### config.mk
export PLATFORM = sky130hd
export DESIGN_NAME = mm_uart
export DESIGN_NICKNAME = d
export VERILOG_FILES = /design/src/rtl/mm_uart.sv
export SDC_FILE = /design/constraint.sdc
export NUM_CORES = 1
export LEC_CHECK = 0
export BUFFER_PORTS_ARGS = -buffer_cell sky130_fd_sc_hd__buf_2
export CORE_UTILIZATION = 40
export DETAILED_ROUTE_END_ITERATION = 8
export GPL_ROUTABILITY_DRIVEN = 1
export MAX_ROUTING_LAYER = met4
export PLACE_DENSITY_LB_ADDON = 0.08
export SETUP_SLACK_MARGIN = 0.02
export SLEW_MARGIN = 20
export SYNTH_ARGS = -nofsm -noshare
export SYNTH_HDL_FRONTEND = slang
export SYNTH_SLANG_ARGS = --single-unit
### constraint.sdc
create_clock -name clk -period 3.9 [get_ports clk]
set_input_delay 0.585 -clock clk [delete_from_list [all_inputs] [get_ports clk]]
set_output_delay 0.585 -clock clk [all_outputs]
set_load 0.02 [all_outputs]
### src/rtl/mm_uart.sv
// mm_uart: memory-mapped 8N1 UART with TX/RX FIFOs, programmable bit divisor and sticky FERR/OVR flags.
// FIFO_DEPTH must be a power of two so the pointers wrap naturally.
module mm_uart #(
   parameter int          FIFO_DEPTH = 8,
   parameter logic [15:0] DIV_RST    = 16'd434
) (
   input  logic        clk,
   input  logic        rst,
   input  logic [15:0] addr,
   input  logic [15:0] wdata,
   input  logic        we,
   input  logic        re,
   output logic [15:0] rdata,
   output logic        TX,
   input  logic        RX
);
   localparam int AW = $clog2(FIFO_DEPTH);
   localparam int CW = $clog2(FIFO_DEPTH + 1);
   localparam logic [CW-1:0] FULL = CW'(FIFO_DEPTH);
   typedef enum logic [1:0] {S_IDLE, S_START, S_DATA, S_STOP} state_t;
   logic          sel_data, sel_stat, sel_div;
   logic [7:0]    tx_mem [FIFO_DEPTH];
   logic [7:0]    rx_mem [FIFO_DEPTH];
   logic [AW-1:0] tx_wp_q, tx_rp_q, rx_wp_q, rx_rp_q;
   logic [CW-1:0] tx_cnt_q, rx_cnt_q;
   logic [15:0]   div_q, per_d;
   logic          ferr_q, ovr_q;
   logic          tx_push, tx_pop, rx_push, rx_pop, rx_done, tx_end, rx_end, rx_half, fall;
   state_t        tx_st_q, rx_st_q;
   logic [15:0]   tx_per_q, tx_ctr_q, rx_per_q, rx_ctr_q;
   logic [2:0]    tx_bit_q, rx_bit_q;
   logic [7:0]    tx_sh_q, rx_sh_q;
   logic          tx_q, s1_q, s2_q, prev_q;
   logic [1:0]    vld_q;
   assign sel_data = addr == 16'hC004;
   assign sel_stat = addr == 16'hC005;
   assign sel_div  = addr == 16'hC006;
   assign per_d    = div_q < 16'd16 ? 16'd16 : div_q;
   assign tx_push  = we & sel_data & (tx_cnt_q != FULL);
   assign rx_pop   = re & sel_data & (rx_cnt_q != '0);
   assign tx_end   = tx_ctr_q == tx_per_q - 16'd1;
   assign tx_pop   = (tx_cnt_q != '0) & ((tx_st_q == S_IDLE) | ((tx_st_q == S_STOP) & tx_end));
   assign rx_end   = rx_ctr_q == rx_per_q - 16'd1;
   assign rx_half  = rx_ctr_q == (rx_per_q >> 1) - 16'd1;
   assign rx_done  = (rx_st_q == S_STOP) & rx_end;
   assign rx_push  = rx_done & s2_q & (rx_cnt_q != FULL);
   assign fall     = prev_q & ~s2_q;
   assign TX       = tx_q;
   always_comb begin
      rdata = 16'h0000;
      if (re | we)
         rdata = sel_data ? {8'h00, rx_cnt_q != '0 ? rx_mem[rx_rp_q] : 8'h00} :
                 sel_stat ? {6'h00, ferr_q, ovr_q, 4'(FULL - tx_cnt_q), 4'(rx_cnt_q)} :
                 sel_div  ? div_q : 16'h0000;
   end
   always_ff @(posedge clk) begin
      if (tx_push) tx_mem[tx_wp_q] <= wdata[7:0];
      if (rx_push) rx_mem[rx_wp_q] <= rx_sh_q;
   end
   // Flag set wins over a same-cycle STATUS write clear.
   always_ff @(posedge clk or posedge rst) begin
      if (rst) begin
         div_q    <= DIV_RST;
         ferr_q   <= 1'b0;
         ovr_q    <= 1'b0;
         tx_wp_q  <= '0;
         tx_rp_q  <= '0;
         tx_cnt_q <= '0;
         rx_wp_q  <= '0;
         rx_rp_q  <= '0;
         rx_cnt_q <= '0;
      end else begin
         if (we & sel_div) div_q <= wdata;
         ferr_q <= (rx_done & ~s2_q) | (ferr_q & ~(we & sel_stat));
         ovr_q  <= (rx_done & s2_q & (rx_cnt_q == FULL)) | (ovr_q & ~(we & sel_stat));
         if (tx_push) tx_wp_q <= tx_wp_q + AW'(1);
         if (tx_pop) tx_rp_q <= tx_rp_q + AW'(1);
         tx_cnt_q <= tx_cnt_q + CW'(tx_push) - CW'(tx_pop);
         if (rx_push) rx_wp_q <= rx_wp_q + AW'(1);
         if (rx_pop) rx_rp_q <= rx_rp_q + AW'(1);
         rx_cnt_q <= rx_cnt_q + CW'(rx_push) - CW'(rx_pop);
      end
   end
   // The line register follows the state one cycle later, giving the two-edge write-to-start latency.
   always_ff @(posedge clk or posedge rst) begin
      if (rst) begin
         tx_st_q  <= S_IDLE;
         tx_per_q <= 16'd16;
         tx_ctr_q <= '0;
         tx_bit_q <= '0;
         tx_sh_q  <= '0;
         tx_q     <= 1'b1;
      end else begin
         tx_q <= tx_st_q == S_START ? 1'b0 : tx_st_q == S_DATA ? tx_sh_q[0] : 1'b1;
         if (tx_pop) begin
            tx_st_q  <= S_START;
            tx_sh_q  <= tx_mem[tx_rp_q];
            tx_per_q <= per_d;
            tx_ctr_q <= '0;
         end else if (tx_st_q != S_IDLE) begin
            tx_ctr_q <= tx_end ? 16'd0 : tx_ctr_q + 16'd1;
            if (tx_end) begin
               case (tx_st_q)
                  S_START: begin
                     tx_st_q  <= S_DATA;
                     tx_bit_q <= '0;
                  end
                  S_DATA: begin
                     tx_sh_q  <= tx_sh_q >> 1;
                     tx_bit_q <= tx_bit_q + 3'd1;
                     if (tx_bit_q == 3'd7) tx_st_q <= S_STOP;
                  end
                  default: tx_st_q <= S_IDLE;
               endcase
            end
         end
      end
   end
   // prev_q stays low until the synchronizer carries a real high, so a line held low at release is ignored.
   always_ff @(posedge clk or posedge rst) begin
      if (rst) begin
         s1_q     <= 1'b1;
         s2_q     <= 1'b1;
         vld_q    <= '0;
         prev_q   <= 1'b0;
         rx_st_q  <= S_IDLE;
         rx_per_q <= 16'd16;
         rx_ctr_q <= '0;
         rx_bit_q <= '0;
         rx_sh_q  <= '0;
      end else begin
         s1_q   <= RX;
         s2_q   <= s1_q;
         vld_q  <= {vld_q[0], 1'b1};
         prev_q <= vld_q[1] & s2_q;
         case (rx_st_q)
            S_IDLE: if (fall) begin
               rx_st_q  <= S_START;
               rx_per_q <= per_d;
               rx_ctr_q <= '0;
            end
            S_START: if (rx_half) begin
               rx_st_q  <= s2_q ? S_IDLE : S_DATA;
               rx_ctr_q <= '0;
               rx_bit_q <= '0;
            end else rx_ctr_q <= rx_ctr_q + 16'd1;
            S_DATA: if (rx_end) begin
               rx_sh_q  <= {s2_q, rx_sh_q[7:1]};
               rx_bit_q <= rx_bit_q + 3'd1;
               rx_ctr_q <= '0;
               if (rx_bit_q == 3'd7) rx_st_q <= S_STOP;
            end else rx_ctr_q <= rx_ctr_q + 16'd1;
            default: if (rx_end) rx_st_q <= S_IDLE;
               else rx_ctr_q <= rx_ctr_q + 16'd1;
         endcase
      end
   end
endmodule
==> results of run 1 <==
==> final cells by class <==
| type | instances | area [sq um] | area share [%] |
|---|---|---|---|
| sequential | 262 | 7209 | 47.90 |
| multi-input combinational | 730 | 5567 | 36.99 |
| clock buffer | 46 | 820.8 | 5.454 |
| timing repair buffer | 101 | 638.1 | 4.240 |
| tap | 435 | 544.3 | 3.617 |
| inverter | 43 | 165.2 | 1.097 |
| clock inverter | 10 | 100.1 | 0.6651 |
| antenna | 2 | 5.005 | 0.03326 |
==> sequential cells by signal, summed over array words and instances, names as in the netlist, 2 cells and up <==
signal    cells
div_q        16
rx_bit_q      3
rx_cnt_q      4
rx_ctr_q     16
rx_mem       64
rx_per_q     16
rx_rp_q       3
rx_sh_q       8
rx_st_q       2
rx_wp_q       3
tx_bit_q      3
tx_cnt_q      4
tx_ctr_q     16
tx_mem       64
tx_per_q     16
tx_rp_q       3
tx_sh_q       8
tx_st_q       2
tx_wp_q       3
vld_q         2
==> cells by family after synthesis <==
kind of cell	count (synthesis)	share of synthesized area, %
buffers and inverters	103	3.127
xor gates and xnor gates	82	5.472
muxes	90	10.35
adders and majority gates	33	3.261
DFF	262	54.93
other	1	0.02857
AOI/OAI and AO/OA	144	7.417
and+or+nand+nor	380	15.41
==> synthesized netlist by cell type (all sizes together) (4+ instances only) <==
master | instances | share of area [%]
a21oi | 35 | 1.3
a221o | 7 | 0.53
a22oi | 5 | 0.29
a31oi | 5 | 0.29
and2 | 8 | 0.38
and3 | 19 | 0.91
buf | 25 | 0.89
clkbuf | 35 | 1.0
dfrtp | 124 | 24
dfstp | 10 | 2.0
edfxtp | 128 | 29
ha | 31 | 3.0
inv | 42 | 1.2
mux2 | 36 | 3.1
mux2i | 21 | 1.6
mux4 | 33 | 5.7
nand2 | 128 | 3.7
nand2b | 13 | 0.62
nand3 | 21 | 0.80
nand4 | 19 | 0.91
nor2 | 57 | 1.6
nor2b | 19 | 0.91
nor3 | 21 | 0.88
nor3b | 4 | 0.27
nor4 | 24 | 1.5
nor4b | 7 | 0.63
o21a | 4 | 0.23
o21ai | 40 | 1.5
o22ai | 4 | 0.19
o31ai | 9 | 0.51
or2 | 5 | 0.24
or3 | 10 | 0.48
or4 | 12 | 0.69
xnor2 | 49 | 3.3
xor2 | 33 | 2.2
==> report_power, final <==
part	leakage [nW]	switching [mW]	internal, mW
sequential	2.80	0.175	3.03
combinational	2.64	0.380	0.349
clock	0.445	1.13	1.52
==> metrics by stage <==
stage	setup WS [ns]	instances	hold slack [ns]	cell area (sq um)	util [%]
floorplan	0.03818	1095	0.3312	13130	-
global placement	0.2920	1571	0.3367	14120	44.30
detailed placement	0.1856	1571	0.3412	14120	44.30
CTS	0.1672	1627	0.06448	15040	47.19
global route	0.06847	1629	0.07078	15050	47.21
finish	0.3316	1629	0.09229	15050	47.21
==> per-layer routing <==
metal / vias up / global-route usage [%] / share of wire [%]
met5: - / - / 0
met4: 0 / 4.200 / 1.9
met3: 41 / 2.740 / 3.7
met2: 149 / 30.34 / 46
met1: 4340 / 27.40 / 48
li1: 4146 / - / -
==> how the worst max path moves through the flow <==
stage / startpoint / depth (start not counted) / slack (ns) / to
after floorplan: tx_per_q[0]$_DFFE_PP0N_ / 17 / 0.04 / tx_cnt_q[2]$_DFF_PP0_
after global placement: tx_per_q[0]$_DFFE_PP0N_ / 15 / 0.29 / tx_cnt_q[2]$_DFF_PP0_
after detailed placement: tx_per_q[0]$_DFFE_PP0N_ / 15 / 0.19 / tx_cnt_q[2]$_DFF_PP0_
after CTS: tx_per_q[0]$_DFFE_PP0N_ / 15 / 0.17 / tx_cnt_q[2]$_DFF_PP0_
after global routing: rx_per_q[2]$_DFFE_PP0P_ / 15 / 0.07 / rx_cnt_q[2]$_DFF_PP0_
final: tx_per_q[0]$_DFFE_PP0N_ / 15 / 0.33 / tx_cnt_q[2]$_DFF_PP0_
==> results.yml, run 1 <==
yosys:
  synth.cell_area_sq_um: 13120
  async_flop_share_pct: 51.15
  synth-edff-count: 128
  synth_warnings: 0
  yosys_most_used_dff: "edfxtp_1"
  syn_area_per_cell_sq_um: 11.99
  synthCells: 1095
  ys_seq_area_share_pct: 54.93
  synth_nets: 1165
  ys_seq_elements: 262
  yosysUniqueCellTypes: 86
sta:
  fin_crit_ns: 3.568
  max_freq_mhz: 280.2
  grt_setup_unrepaired: "false"
  finalCritPeriodShare_pct: 91.50
  slew_violations: 0
  setup_viol: 0
  hold_viol: 0
  setup-tns-final_ns: 0
  worstMarginPinSlew_ns: 0.9365
  skew_ns: 0.04624
  relSlewSlack_pct: 37.57
floorplanning:
  ios: 54
  die_h_um: 183.1
  start_util_pct: 41.17
  coreArea_sq_um: 31880
  dieArea_sq_um: 33540
  rows: 65
  die_x_um: 183.1
clock_tree:
  cts_tree: "built"
  clock_path_buffers: 3
  cts.repair.resized: 0
  hold_buffers: 0
  clock-sinks: 262
  cts.reportedPaths.clkPinSlew_ns: 0.06
  numCtsBuffers: 30
  cts_setup_buffers: 0
  htree_num_levels: 1
  cts.root.buffer_cell: "clkbuf_16"
  clk_latency_ns: 0.59
hold_path:
  worstHoldStart: "RX"
  hold_class: "in -> reg"
  hold_depth: 1
  min_to: "s1_q$_DFF_PP1_"
global_routing:
  grt_use_total_pct: 19.57
  antenna_found_initial: 2
  grt_max_degree: 59
  grt_pass1_wl_um: 49550
  grt_pass1_vias: 8500
  grt-ovfl-total: 0
critical_path:
  reg2reg_depth: 15
  r2r_end: "tx_cnt_q[2]$_DFF_PP0_"
  critPathMaxFanout: 7
  max_stage_delay_ns: 0.58
  cp_slowest_cell: "or4_1"
  cp_cell_sequence: "inv_1 -> ha_1 -> nor2b_1 -> nand4_1 -> xnor2_1 -> or4_1 -> nor4_4 -> a31oi_2 -> inv_2 -> ha_1 -> inv_1 -> ha_1 -> inv_1 -> fa_1 -> xor2_1"
  reg2reg_slack_ns: 0.33
  cp.arrival_ns: 4.01
  r2r-start: "tx_per_q[0]$_DFFE_PP0N_"
  start_kind: "register"
  critical_path_buf_inv_count: 4
  end_kind: "register"
  path_delay_family: "simple AND/OR/NAND/NOR gates"
  critPathKind: "reg -> reg"
  cp.required_ns: 4.34
drt:
  firstDrtPassIters: 5
  wl_per_cell_um: 18.92
  viasPerCell: 5.326
  ant_nets: 0
  drt_iter0_markers: 478
  remaining_drc_errors: 0
  routed_wirelength_um: 30830
  num_vias: 8676
run:
  cap_violations: 0
place:
  io_buffers: 53
  place_congestion: 0.8195
  post-dp-hpwl_um: 21090
run_status:
  status: "finished clean"
layout:
  layout_common_cells: "edfxtp_1 (128), nand2_1 (127), dfrtp_1 (124)"
  layout-drive-gt1-share_pct: 20.64
  final_common_cell: "edfxtp_1"
  fin_nets: 1238
  area_growth_syn_to_layout_pct: 14.67
  n_fill_cell: 2964
power:
  p_leak_nw: 5.885
  power_mw: 6.581
  power_density_nw_per_um2: 437.3
  peakVddDrop_mv: 0.3806
(Power assumes the default switching activity.)
==> inputs of run 2 (changes only) <==
--- a/config.mk
+++ b/config.mk
@@ -5,6 +5,7 @@
 export SDC_FILE = /design/constraint.sdc
 export NUM_CORES = 1
 export LEC_CHECK = 0
+export ABC_AREA = 1
 export BUFFER_PORTS_ARGS = -buffer_cell sky130_fd_sc_hd__buf_2
 export CORE_UTILIZATION = 40
 export DETAILED_ROUTE_END_ITERATION = 8
==> run 2 against run 1 <==
Worst hold slack gained 0.031 ns. Cell area grew 4.9%. Final cell count grew 27%. First-iteration DRC count grew 33%. Flip-flop and latch count is the same. Core utilization shrank 0.59 points. Count of clock-buffer cells in the layout shrank 3. Clock skew shrank 0.037 ns. Register-to-register slack gained 0.29 ns. Critical path type is now in -> out. Critical endpoint is now rdata[4]. Largest cell class unchanged. Largest power group unchanged. Highest routed layer unchanged.
==> results.yml, run 2 <==
power:
  switching_share_pct: 29.77
  peakVddDrop_mv: 0.3339
  p_clk_share_pct: 37.8
  combinationalPowerShare_pct: 19.1
  seqPwrFrac_pct: 43.1
  p_int_mw: 5.187
  power_density_nw_per_um2: 467.7
  p_leak_nw: 6.999
  switchingPower_mw: 2.198
critical_path:
  reg2reg_slack_ns: 0.62
  cp.required_ns: 3.31
  critPathMaxFanout: 11
  end_kind: "primary output"
  cp.arrival_ns: 2.81
  critPathKind: "in -> out"
  max_stage_delay_ns: 0.47
  cp_cell_sequence: "buf_2 -> nor4_1 -> nand2_1 -> inv_1 -> nand4_1 -> buf_4 -> inv_1 -> nand3_1 -> a221oi_1 -> buf_2"
  cp_slowest_cell: "nor4_1"
  start_kind: "input port"
drt:
  ant_nets: 0
  num_vias: 10530
  viasPerCell: 5.079
  wl_per_cell_um: 16.73
  routed_wirelength_um: 34680
  remaining_drc_errors: 0
  firstDrtPassIters: 5
  drt_iter0_markers: 637
floorplanning:
  start_util_pct: 41.11
  coreArea_sq_um: 33870
  rows: 67
  dieArea_sq_um: 35560
  die_x_um: 188.6
  die_h_um: 188.6
  ios: 54
yosys:
  yosys_most_used_dff: "edfxtp_1"
  synth_top_area_share_pct: 27.61
  yosysMostFrequentCell: "nand2_1"
  synthTopCellsByCount: "nand2_1 (362), nor2_1 (152), inv_1 (150), edfxtp_1 (128), dfrtp_1 (124)"
  async_flop_share_pct: 51.15
  synth_nets: 1599
  synth_area_leader_cell: "edfxtp_1"
  synth_top_family_by_area: "simple AND/OR/NAND/NOR gates"
  syn_area_per_cell_sq_um: 9.106
  synth_fa_ha_area_share_pct: 3.073
  muxShareOfSynthArea_pct: 2.229
  yosysUniqueCellTypes: 61
  synthSimpleGateAreaFrac_pct: 23.95
  synth_xor_area_share_pct: 5.104
  synth.cell_area_sq_um: 13920
  synth_warnings: 0
  ys_seq_area_share_pct: 51.78
  synthCells: 1529
  synth_compound_area_share_pct: 8.088
  synth-edff-count: 128
  ys_seq_elements: 262
  ys_top_cells_by_area: "edfxtp_1 (28%), dfrtp_1 (22%), nand2_1 (9.8%)"
global_routing:
  grt_max_degree: 48
  grt_pass1_vias: 10460
  antenna_found_initial: 0
  grt_use_total_pct: 20.76
  grt-ovfl-total: 0
  grt_pass1_wl_um: 57130
run:
  cap_violations: 0
sta:
  max_freq_mhz: 294.3
  slew_violations: 0
  hold_viol: 0
  setup-tns-final_ns: 0
  worstMarginPinSlew_ns: 0.9989
  grt_setup_unrepaired: "false"
  fin_crit_ns: 3.398
  finalCritPeriodShare_pct: 87.13
  skew_ns: 0.009497
  relSlewSlack_pct: 33.33
  setup_viol: 0
clock_tree:
  cts.repair.resized: 0
  htree_num_levels: 1
  hold_buffers: 0
  numCtsBuffers: 30
  cts_setup_buffers: 0
  clock-sinks: 262
  cts.reportedPaths.clkPinSlew_ns: 0.06
  cts.root.buffer_cell: "clkbuf_16"
  cts_tree: "built"
  clk_latency_ns: 0.56
  clock_path_buffers: 3
place:
  io_buffers: 53
  dp.cells: 2017
  post-dp-hpwl_um: 24540
  place_congestion: 0.9371
  placed_cell_area_sq_um: 14800
layout:
  fin_nets: 1671
  layout.cells.non_filler: 2073
  regArea_sq_um: 7211
  layout-drive-gt1-share_pct: 13.29
  n_antenna_cell: 0
  reg_top3: "rx_mem (64), tx_mem (64)"
  n_fill_cell: 3257
  final_cell_area_sq_um: 15790
  layout_common_cells: "nand2_1 (362), nor2_1 (152), inv_1 (149)"
  multi_input_area_sq_um: 5918
  final_common_cell: "nand2_1"
  area_growth_syn_to_layout_pct: 13.39
run_status:
  status: "finished clean"
hold_path:
  hold_class: "in -> reg"
==> run 2: layer usage <==
layer	GRT usage, %	wire length [um]
met3	2.291	1181
met2	32.55	15920
met4	6.048	899
met5	-	0
met1	28.39	16680
==> run 2: layout make-up <==
type | instances | area share [%]
clock buffers | 43 | 5.460
well taps | 448 | 3.550
multi-input cells | 1063 | 37.49
flip-flops and latches | 262 | 45.67
inverters | 161 | 3.868
repair buffers | 83 | 3.186
clock inverters | 13 | 0.7767
==> run 2: final timing paths <==
check | startpoint | endpoint | cells past startpoint
hold reg to reg | s1_q$_DFF_PP1_ | s2_q$_DFF_PP1_ | 0
setup / recovery | addr[5] | rdata[4] | 10
min in group asynchronous | rst | tx_per_q[10]$_DFFE_PP0N_ | 2
setup reg to reg | tx_per_q[0]$_DFFE_PP0N_ | tx_cnt_q[2]$_DFF_PP0_ | 20
max in group asynchronous | rst | div_q[5]$_DFFE_PP1P_ | 3
hold / removal | RX | s1_q$_DFF_PP1_ | 1
==> run 2: through the flow <==
stage	hold WS (ns)	util [%]	power (mW)	worst slack (ns)
global route	0.09898	46.62	7.808	0.3090
finish	0.1228	46.62	7.385	0.5019
floorplan	0.3312	-	4.275	0.7710
global placement	0.3503	43.69	4.646	0.4115
CTS	0.09244	46.60	7.482	0.2508
detailed placement	0.3489	43.69	4.645	0.4241
==> run 2: worst max-delay path, delay by kind of cell <==
family	cells	cell delay, ns
buffers and inverters	5	0.85
AO/OA/AOI/OAI	1	0.41
AND/OR/NAND/NOR	4	0.96
==> run 2: cell families after synthesis <==
family	Yosys count
xor+xnor	78
other cells	1
buf+inv	204
simple gates	734
compound gates	188
mux	29
flops	262
fa+ha+maj	33
==> run 2: power by group through the flow <==
stage	registers (mW)	clock network [mW]	logic (mW)
after floorplan	3.20	0	1.07
after global placement	3.23	0	1.41
after detailed placement	3.23	0	1.41
after CTS	3.18	2.88	1.42
after global routing	3.21	2.98	1.62
final	3.18	2.79	1.41
==> inputs of run 3 (changes only) <==
--- a/config.mk
+++ b/config.mk
@@ -7,6 +7,7 @@
 export LEC_CHECK = 0
 export ABC_AREA = 1
 export BUFFER_PORTS_ARGS = -buffer_cell sky130_fd_sc_hd__buf_2
+export CORE_MARGIN = 2
 export CORE_UTILIZATION = 40
 export DETAILED_ROUTE_END_ITERATION = 8
 export GPL_ROUTABILITY_DRIVEN = 1
==> run 3 against run 2 <==
Cell area is 0.40% higher. Flip-flop and latch count did not move. Sequential power barely moved. First-iteration DRC count is 2.5% higher. Combinational power is essentially flat. Largest cell class unchanged. Die area increased by 2.1%. Sequential share of layout area down 0.19 points. Total power grew 1.6%. Largest power group unchanged. Fmax fell by 6.5%. Core utilization decreased by 0.50 points. Non-clock buffer count fell by 1.
==> results.yml, run 3 (same netlist as run 2, synthesis figures left out) <==
global_routing:
  grt_max_degree: 61
  use_met3_pct: 2.466
  busiest_layer: "met2"
  grt_pass1_vias: 10180
  antenna_found_initial: 0
  grt_pass1_wl_um: 56100
  grt_use_total_pct: 20.31
  grt-ovfl-total: 0
  met2_usage_pct: 30.87
  met1_usage_pct: 28.96
critical_path:
  end_kind: "primary output"
  reg2reg_slack_ns: 0.53
  cp.required_ns: 3.31
  cp.arrival_ns: 3.05
  cp_slowest_cell: "dfrtp_1"
  cp_cell_sequence: "o21ai_0 -> o221ai_1 -> o211ai_1 -> a221oi_1 -> buf_2"
  start_kind: "register"
  max_stage_delay_ns: 0.99
  critPathMaxFanout: 34
  critPathKind: "reg -> out"
  critical_path_buf_inv_count: 1
  path_delay_family: "compound AO/OA/AOI/OAI gates"
sta:
  setup_viol: 0
  max_freq_mhz: 275.3
  relSlewSlack_pct: 33.15
  worstMarginPinSlew_ns: 1.003
  setup-tns-final_ns: 0
  slew_violations: 0
  skew_ns: 0.02519
  hold_viol: 0
  grt_setup_unrepaired: "false"
  finalCritPeriodShare_pct: 93.14
  fin_crit_ns: 3.633
power:
  switching_share_pct: 29.92
  peakVddDrop_mv: 0.2978
  seqPwrFrac_pct: 42.5
  combinationalPowerShare_pct: 18.7
  switchingPower_mw: 2.244
  power_density_nw_per_um2: 473.2
  power_mw: 7.500
  p_clk_share_pct: 38.8
  p_leak_nw: 7.021
  p_int_mw: 5.256
drt:
  wl_per_cell_um: 16.87
  drt_iter0_markers: 653
  firstDrtPassIters: 5
  remaining_drc_errors: 0
  routed_wirelength_um: 35070
  ant_nets: 0
  num_vias: 10420
  viasPerCell: 5.012
layout:
  reg_top3: "rx_mem (64), tx_mem (64)"
  layout.cells.non_filler: 2079
  layout-drive-gt1-share_pct: 13.36
  area_growth_syn_to_layout_pct: 13.84
  n_antenna_cell: 0
  fin_nets: 1670
  final_common_cell: "nand2_1"
  final_cell_area_sq_um: 15850
  layout_common_cells: "nand2_1 (362), nor2_1 (152), inv_1 (149)"
clock_tree:
  htree_num_levels: 1
  cts.reportedPaths.clkPinSlew_ns: 0.06
  hold_buffers: 0
  numCtsBuffers: 30
  cts_setup_buffers: 0
  cts.repair.resized: 0
  cts.root.buffer_cell: "clkbuf_16"
  clk_latency_ns: 0.57
  clock_path_buffers: 3
  cts_tree: "built"
  clock-sinks: 262
floorplanning:
  rows: 68
  dieArea_sq_um: 36320
  coreArea_sq_um: 34370
  ios: 54
  start_util_pct: 40.51
  die_h_um: 190.6
  die_x_um: 190.6
run:
  cap_violations: 0
hold_path:
  hold_class: "in -> reg"
place:
  place_congestion: 0.9370
  io_buffers: 53
  dp.cells: 2023
  placed_cell_area_sq_um: 14810
  post-dp-hpwl_um: 25310
run_status:
  status: "finished clean"
run 3: stage by stage:
stage / utilization [%] / worst slack (ns) / hold slack (ns)
2_1_floorplan: - / 0.7710 / 0.3312
3_3_place_gp: 43.09 / 0.6020 / 0.3366
3_5_place_dp: 43.09 / 0.5306 / 0.3498
4_1_cts: 46.10 / 0.2412 / 0.1000
5_1_grt: 46.11 / 0.04423 / 0.09204
6_report: 46.11 / 0.2674 / 0.1261
run 3: final timing paths:
check / start / end / cells past startpoint
worst max-delay path: rx_rp_q[1]$_DFFE_PP0P_ / rdata[0] / 5
worst min-delay path: RX / s1_q$_DFF_PP1_ / 1
worst max register to register: tx_per_q[0]$_DFFE_PP0N_ / tx_cnt_q[2]$_DFF_PP0_ / 20
worst min register to register: s1_q$_DFF_PP1_ / s2_q$_DFF_PP1_ / 0
max in group asynchronous: rst / rx_per_q[4]$_DFFE_PP1P_ / 3
min in group asynchronous: rst / tx_ctr_q[14]$_DFFE_PP0P_ / 2
run 3: layout make-up:
type                            count  area (sq um)
Inverter                          161         610.6
Timing Repair Buffer               82         508.0
Multi-Input combinational cell   1063          5918
Clock inverter                     13         142.6
Tap cell                          455         569.3
Fill cell                        3393         18520
Sequential cell                   262          7209
Clock buffer                       43         892.1
run 3: power groups by stage:
stage	combinational, mW	clock (mW)	sequential, mW
final	1.40	2.91	3.19
after global routing	1.62	3.10	3.21
after CTS	1.42	2.99	3.19
after detailed placement	1.41	0	3.24
after global placement	1.40	0	3.24
after floorplan	1.07	0	3.20
run 3: layer usage:
metal  routed length (um)  up-vias
met5                    0        -
met4                  860        0
met3                 1384       46
met2                15580      181
met1                17250     4917
li1                     -     5275
